==> config.mk <==
export PLATFORM = sky130hd
export DESIGN_NAME = imem_loader
export DESIGN_NICKNAME = d
export VERILOG_FILES = /design/src/rtl/imem_loader.sv
export SDC_FILE = /design/constraint.sdc
export NUM_CORES = 1
export LEC_CHECK = 0
export ABC_AREA = 1
export BUFFER_PORTS_ARGS = -buffer_cell sky130_fd_sc_hd__buf_4
export CAP_MARGIN = 20
export CORE_MARGIN = 2
export CORE_UTILIZATION = 45
export CTS_BUF_LIST = sky130_fd_sc_hd__clkbuf_4
export DETAILED_ROUTE_END_ITERATION = 6
export PLACE_DENSITY_LB_ADDON = 0.3
export RECOVER_POWER = 25
export SLEW_MARGIN = 30
export SYNTH_ARGS = -nofsm -noshare
export SYNTH_HDL_FRONTEND = slang
export SYNTH_SLANG_ARGS = --single-unit
==> constraint.sdc <==
create_clock -name clk -period 2.2 [get_ports clk]
set_input_delay 0.11 -clock clk [delete_from_list [all_inputs] [get_ports clk]]
set_output_delay 0.11 -clock clk [all_outputs]
set_load 0.03 [all_outputs]
==> src/rtl/imem_loader.sv <==
// imem_loader: assembles a big-endian byte stream into IMEM words and holds the CPU until the load ends; optional checksum via IMEM_LOAD_CHECKSUM_EN
module imem_loader #(
    parameter int DATA_WIDTH = 32,
    parameter int DEPTH      = 32,
    parameter int ADDR_WIDTH = 5
) (
    input  logic                  clk,
    input  logic                  rst_n,
    input  logic                  load_start,
    input  logic [15:0]           load_len,
    input  logic [7:0]            in_data,
    input  logic                  in_valid,
    output logic                  in_ready,
    output logic                  we,
    output logic [ADDR_WIDTH-1:0] waddr,
    output logic [DATA_WIDTH-1:0] wdata,
    output logic                  busy,
    output logic                  done,
    output logic                  err,
    output logic                  cpu_hold
);
    typedef enum logic [2:0] {
        IDLE,
        COLLECT,
        WRITE,
`ifdef IMEM_LOAD_CHECKSUM_EN
        CHECK,
`endif
        DONE
    } state_t;
    localparam logic [15:0] MAX_LEN = 16'(DEPTH);
    state_t state, state_nx;
    logic [15:0] len, cnt;
    logic [1:0] bidx;
    logic [DATA_WIDTH-1:0] word, word_nx;
    logic accept, start_ok;
`ifdef IMEM_LOAD_CHECKSUM_EN
    logic [DATA_WIDTH-1:0] sum;
`endif
    assign accept   = in_valid && in_ready;
    assign word_nx  = {word[DATA_WIDTH-9:0], in_data};
    assign start_ok = load_start && (state == IDLE || state == DONE);
    assign waddr    = cnt[ADDR_WIDTH-1:0];
    assign wdata    = word;
    // State register
    always_ff @(posedge clk or negedge rst_n) begin
        if (!rst_n) state <= IDLE;
        else        state <= state_nx;
    end
    // Next state and state-decoded outputs
    always_comb begin
        state_nx = state;
        in_ready = 1'b0;
        we       = 1'b0;
        busy     = 1'b0;
        done     = 1'b0;
        cpu_hold = 1'b1;
        case (state)
            IDLE, DONE: begin
                done     = state == DONE;
                cpu_hold = !(state == DONE && !err);
                if (load_start)
                    state_nx = (load_len == 16'd0 || load_len > MAX_LEN) ? DONE : COLLECT;
            end
            COLLECT: begin
                in_ready = 1'b1;
                busy     = 1'b1;
                if (accept && bidx == 2'd3) state_nx = WRITE;
            end
            WRITE: begin
                we   = 1'b1;
                busy = 1'b1;
`ifdef IMEM_LOAD_CHECKSUM_EN
                state_nx = (cnt + 16'd1 == len) ? CHECK : COLLECT;
`else
                state_nx = (cnt + 16'd1 == len) ? DONE : COLLECT;
`endif
            end
`ifdef IMEM_LOAD_CHECKSUM_EN
            CHECK: begin
                in_ready = 1'b1;
                busy     = 1'b1;
                if (accept && bidx == 2'd3) state_nx = DONE;
            end
`endif
            default: state_nx = IDLE;
        endcase
    end
    // Load parameters, byte assembly, word counter and error flag
    always_ff @(posedge clk or negedge rst_n) begin
        if (!rst_n) begin
            len  <= '0;
            cnt  <= '0;
            bidx <= '0;
            word <= '0;
            err  <= 1'b0;
`ifdef IMEM_LOAD_CHECKSUM_EN
            sum  <= '0;
`endif
        end else begin
            if (start_ok) begin
                len  <= load_len;
                cnt  <= '0;
                bidx <= '0;
                word <= '0;
                err  <= load_len > MAX_LEN;
`ifdef IMEM_LOAD_CHECKSUM_EN
                sum  <= '0;
`endif
            end
            if (accept) begin
                word <= word_nx;
                bidx <= bidx + 2'd1;
            end
            if (state == WRITE) begin
                cnt <= cnt + 16'd1;
`ifdef IMEM_LOAD_CHECKSUM_EN
                sum <= sum + word;
`endif
            end
`ifdef IMEM_LOAD_CHECKSUM_EN
            if (state == CHECK && accept && bidx == 2'd3) err <= (sum + word_nx) != '0;
`endif
        end
    end
endmodule

# ---- Word-level counts from Yosys, hierarchy flattened
# Cells that the tools add are included.
# Widths: inputs -> output; s select.
dict set report op_classes {
  eq_ne 7
  n_mux 16
  order_cmp 1
  add_sub_neg 2
  reduce_logical 15
}
# operator n
set op_table {}
lappend op_table {{$mux 32} 2}
lappend op_table {{$mux 16} 2}
lappend op_table {{$add 16x1->16 const B} 1}
lappend op_table {{$eq 16x16->1} 1}
lappend op_table {{$gt 16x6->1 const B} 1}
lappend op_table {{$logic_not 16->1} 1}
lappend op_table {{$pmux 3 s3} 1}
lappend op_table {{$mux 2} 4}
lappend op_table {{$eq 3x2->1 const B} 2}
lappend op_table {{$mux 3} 2}
lappend op_table {{$mux 1} 5}
lappend op_table {{$logic_and 1x1->1} 4}
lappend op_table {{$ne 2x2->1 const B} 2}
lappend op_table {{$reduce_bool 2->1} 2}
lappend op_table {{$reduce_or 2->1} 2}
lappend op_table {{$eq 3x1->1 const B} 1}
lappend op_table {{$logic_not 3->1} 1}
lappend op_table {{$add 2x1->2 const B} 1}
lappend op_table {{$eq 2x2->1 const B} 1}
lappend op_table {{$logic_not 1->1} 2}
lappend op_table {{$logic_or 1x1->1} 2}
lappend op_table {{$reduce_and 2->1} 1}
dict set report word_totals {
  register_bits 70
  output_inout_bits 43
  in_bits 28
  wordCells 47
}

# ---- Depth between registers and ports, before layout
dict set report depth {
  ltp_word 6
  mapped_depth 13
  ltp_nobuf 13
}

# ---- Least setup slack after synthesis
# OpenSTA, ideal clock, no wires.
dict set report synth_timing {
  path_type {reg2reg}
  start {register state[0]}
  end {register state[1]}
  setup_time_ns 0.073
  t_required_ns 2.127
  path_slack_ns 0.372
  t_arrival_ns 1.755
  path_stages_with_launch 12
  path_cell_list {dfrtp_1 > inv_1 > ha_1 > clkbuf_1 > nand3_1 > nor2_1 > nand3_1 > a21oi_1 > nand2_1 > nor2_1 > nand3_1 > a21oi_2}
}
dict set report synth_via {
  elab_chain_len 6
  elab_cells_between_ends 12
  cone_classes {eq/ne (5); mux (2); reduce/logical (5)}
}
# item line_no
set synth_lines {}
lappend synth_lines {{start: declaration} 32} ;# state_t state, state_nx;
lappend synth_lines {{start signal: assignment} 48} ;# else state <= state_nx;
lappend synth_lines {{$eq 3x1->1} 58} ;# case (state)
lappend synth_lines {{$mux 1} 58}
lappend synth_lines {{$logic_and 1x1->1} 40} ;# assign accept = in_valid && in_ready;
lappend synth_lines {{$logic_and 1x1->1} 68} ;# if (accept && bidx == 2'd3) state_nx = WRITE;
lappend synth_lines {{$ne 2x2->1 (no source line)} -}
lappend synth_lines {{$reduce_and 2->1 (no source line)} -}
# Parallel ways exist; a longest one is shown, timed or not.
# A chain may end at the register's enable or synchronous reset.

# ---- Worst setup path in the final report
dict set report layout_timing {
  start {register cnt[0]}
  end {register state[1]}
}
dict set report layout_via {
  elab_chain_len 4
}
# item line_no
set layout_lines {}
lappend layout_lines {{start: declaration} 33} ;# logic [15:0] len, cnt;
lappend layout_lines {{start signal: assignment} 116} ;# cnt <= cnt + 16'd1;
lappend layout_lines {{$add 16x1->16} 76} ;# state_nx = (cnt + 16'd1 == len) ? DONE : COLLECT;
lappend layout_lines {{$eq 16x16->1} 76}
lappend layout_lines {{$mux 2} 76}
lappend layout_lines {{$pmux 3 s3} 58}
# No other way between the ends.

==> results.txt <==
----------------------------------------------------
[Yosys]
  Synthesized cell area ... 3513 sq um
  Syn Nets ... 475
  Average cell area after synthesis ... 7.985 sq um
  Register bit total from synthesis ... 69
  Total of warnings raised by yosys ... 0
  Register area share after synthesis ... 49.15%
  Cell variety after synth ... 26
  Number of instances in the synthesized netlist ... 440

[Timing]
  Actual transition at the worst max-transition pin ... 1718 ps
  Total Negative Setup Slacks ... 0 ps
  Max Transition Viols Final ... 70
  Period utilisation layout ... 85.04%
  Final-report setup violation count ... 0
  Number of failing hold endpoints at the final stage ... 0
  Min cycle time layout ... 1871 ps
  Worst setup slack after layout ... 329.1 ps
  Max Clock Freq ... 0.5345 GHz
  Final setup skew ... 15.08 ps
  Relative slew slack ... -14.55%
  Setup repair after global routing missed its margin ... no

[Power]
  Maximum VDD drop ... 0.0008742 V
  LEAKAGE ... 2.211 nW
  Power per Cell Area ... 1206 nW/um^2
  Overall power consumption ... 5.485 mW

[Worst setup path]
  Worst-path maximum fanout ... 6
  Path depth of the worst reg2reg path ... 11
  Crit path required time ... 2550 ps
  Path type of the worst setup path ... flop to flop
  Endpoint of the lowest-slack register-to-register path ... state[1]$_DFFE_PN0P_
  Arrival time of the worst setup path ... 2220 ps
  Endpoint class of the critical path ... flop
  Worst setup slack for register-to-register paths ... 330 ps
  Worst Setup Start Kind ... flop
  R2R Path Start ... cnt[0]$_DFFE_PN0P_

[CTS]
  Total number of H-tree levels ... 3
  Clock buffers created by TritonCTS ... 9
  CTS tree ... built
  Number of gates resized after CTS ... 0
  Root buf cell ... clkbuf_4
  Clock-pin slew on the worst setup and hold paths ... 130 ps
  Maximum clock insertion buffer count ... 2
  Clk sinks ... 69
  Skew-Pair Late Insertion Delay ... 410 ps

[Worst hold path]
  Hold Path Class ... primary input to flop
  WHS Endpoint ... wdata[2]$_DFFE_PN0P_
  Min-Delay Startpoint ... in_valid
  Worst hold path stage count ... 3

[Cells and area]
  Register area ... 1727 sq um
  Combined area of the multi-input logic cells ... 1426 sq um
  Antenna diodes ... 0
  Fill cell instance count of the final layout ... 689
  Synth-to-Final Area Change ... 29.49%
  Final nets ... 571
  Final std cells w/o fill ... 643
  Share of final-layout standard cells stronger than drive strength 1 ... 20.33%

[Routing]
  DRC ... 0
  Detailed Route WL ... 8.991 mm
  Number of search-and-repair iterations in the first detailed-routing pass ... 4
  Routed WL per cell ... 13.98 um
  Overall via count from detail_route ... 3,275
  Final ANT Viol Nets ... 0
  Number of DRC violations after detailed-routing iteration 0 ... 227
  Via-to-Cell Ratio ... 5.093

[Die]
  Number of core rows ... 32
  Die boundary width ... 92.36 um
  Core region area ... 7647 sq um
  I/O pin cnt ... 71
  Total Die Area ... 8530 sq um
  Effective utilization at floorplan ... 45.94%
  Die span in y ... 92.36 um

[Placed design]
  Worst slack at placement ... 363.6 ps
  Instance count after placement with tap cells included ... 602
  GP Congestion ... 0.8228
  IO Port Bufs ... 70
  DP HPWL ... 6.183 mm

[Job]
  Max Cap Violations ... 1

[Global routing]
  Number of antenna violations at the first check in global routing ... 0
  GRT Total Usage ... 22.52%
  Via count of the first global-routing pass ... 3,244
  Congestion Overflow GR ... 0
  First-pass GRT wire length ... 15.20 mm
  Maximum number of pins on one net before global-route repair ... 70

[Run status]
  Violated checks ... capacitance limit, slew limit
  Outcome ... complete, but fails checks

----------------------------------------------------
## synth_stat cells
cell type / n / area (sq um)
o21ai_1: 2 / 10.01
nor2_1: 19 / 71.32
nand4_1: 9 / 56.30
buf_4: 5 / 37.54
nand3b_1: 7 / 52.55
nand3_2: 1 / 10.01
clkbuf_1: 14 / 52.55
xor2_1: 1 / 8.760
nand2_1: 91 / 341.6
nand3_1: 53 / 265.3
inv_2: 2 / 7.510
o211ai_1: 1 / 7.510
nand2_2: 4 / 25.02
a21oi_2: 1 / 8.760
nor2_4: 3 / 33.78
dfrtp_1: 69 / 1727
or2_2: 1 / 6.260
inv_1: 70 / 262.8
nor3_1: 3 / 15.01
o21ai_2: 1 / 8.760
o21ai_0: 45 / 225.2
o22ai_1: 24 / 150.1
xnor2_1: 1 / 8.760
nor2_2: 3 / 18.77
a21oi_1: 3 / 15.01
ha_1: 7 / 87.58
## repair_timing
item,4_1_cts,5_1_grt
hold buffers,25,0
setup buffers,0,0
hold endpoints to repair,93,0
## worst max-delay path by stage
stage                                     from              endpoint  slack (ps)  depth (start not counted)
after CTS                   cnt[0]$_DFFE_PN0P_  state[1]$_DFFE_PN0P_         350                         11
after detailed placement    cnt[0]$_DFFE_PN0P_  state[1]$_DFFE_PN0P_         360                         11
final                       cnt[0]$_DFFE_PN0P_  state[1]$_DFFE_PN0P_         330                         11
after global placement      cnt[0]$_DFFE_PN0P_  state[1]$_DFFE_PN0P_         460                         11
after floorplan           state[0]$_DFFE_PN0P_  state[1]$_DFFE_PN0P_         370                         11
after global routing        cnt[0]$_DFFE_PN0P_  state[1]$_DFFE_PN0P_         110                         11
## layer usage
metal | vias up | track usage [%] | routed length, um
met5 | - | 0 | 0
met4 | 0 | 11.07 | 152
met3 | 14 | 3.336 | 507
met2 | 99 | 36.25 | 4437
met1 | 1535 | 29.86 | 3894
li1 | 1627 | - | -
## sequential cells by signal, summed over array words and instances (netlist names)
register,count
len,16
state,2
bidx,2
err,1
cnt,16
wdata,32
## worst max-delay path, stage by stage (launching register included)
cell and delay (ps):
dfrtp_1 480, ha_1 260, nand3_1 120, nor2_1 210, nand2_1 90, nand2_1 130, nor2_1 50, nor2_1 100
nand2_1 60, nor2_1 100, nand3_1 110, a21oi_2 120
## cells in the final DEF (no fill, tap or decap), types with 4 or more instances in the layout
master and instances:
clkbuf_4 9, ha_1 7, dlygate4sd3_1 25, nand2_2 4
nand4_1 9, o22ai_1 24, inv_1 70, nand3_1 53
nand2_1 91, dfrtp_1 69, nor2_1 19, o21ai_0 45
buf_4 78, nand3b_1 7
## cell families after synthesis
kind of cell | after synthesis | synth area share [%]
AOI/OAI and AO/OA | 77 | 12.11
and+or+nand+nor | 194 | 25.50
buffers and inverters | 91 | 10.26
xor gates and xnor gates | 2 | 0.4987
DFF | 69 | 49.15
adders and majority gates | 7 | 2.493
## final cells by class
| type | count | share of cell area, % |
|---|---|---|
| Clock inverter | 7 | 1.980 |
| Multi-Input combinational cell | 280 | 31.35 |
| Inverter | 72 | 5.941 |
| Timing Repair Buffer | 104 | 18.48 |
| Tap cell | 102 | 2.805 |
| Sequential cell | 69 | 37.95 |
| Clock buffer | 9 | 1.485 |
## where the power goes
part / switching [mW] / internal [mW]
clock: 0.482 / 0.455
combinational: 1.66 / 0.927
sequential: 0.305 / 1.66
## stage by stage
step | area [sq um] | hold slack [ps] | util (%)
floorplan | 3513 | -185.6 | -
detailed placement | 4144 | 292.3 | 54.19
CTS | 4552 | 17.83 | 59.52
global route | 4549 | 42.11 | 59.49
finish | 4549 | 38.60 | 59.49
global placement | 4144 | 285.2 | 54.19
Note: power is estimated with default switching activity, not from simulation.
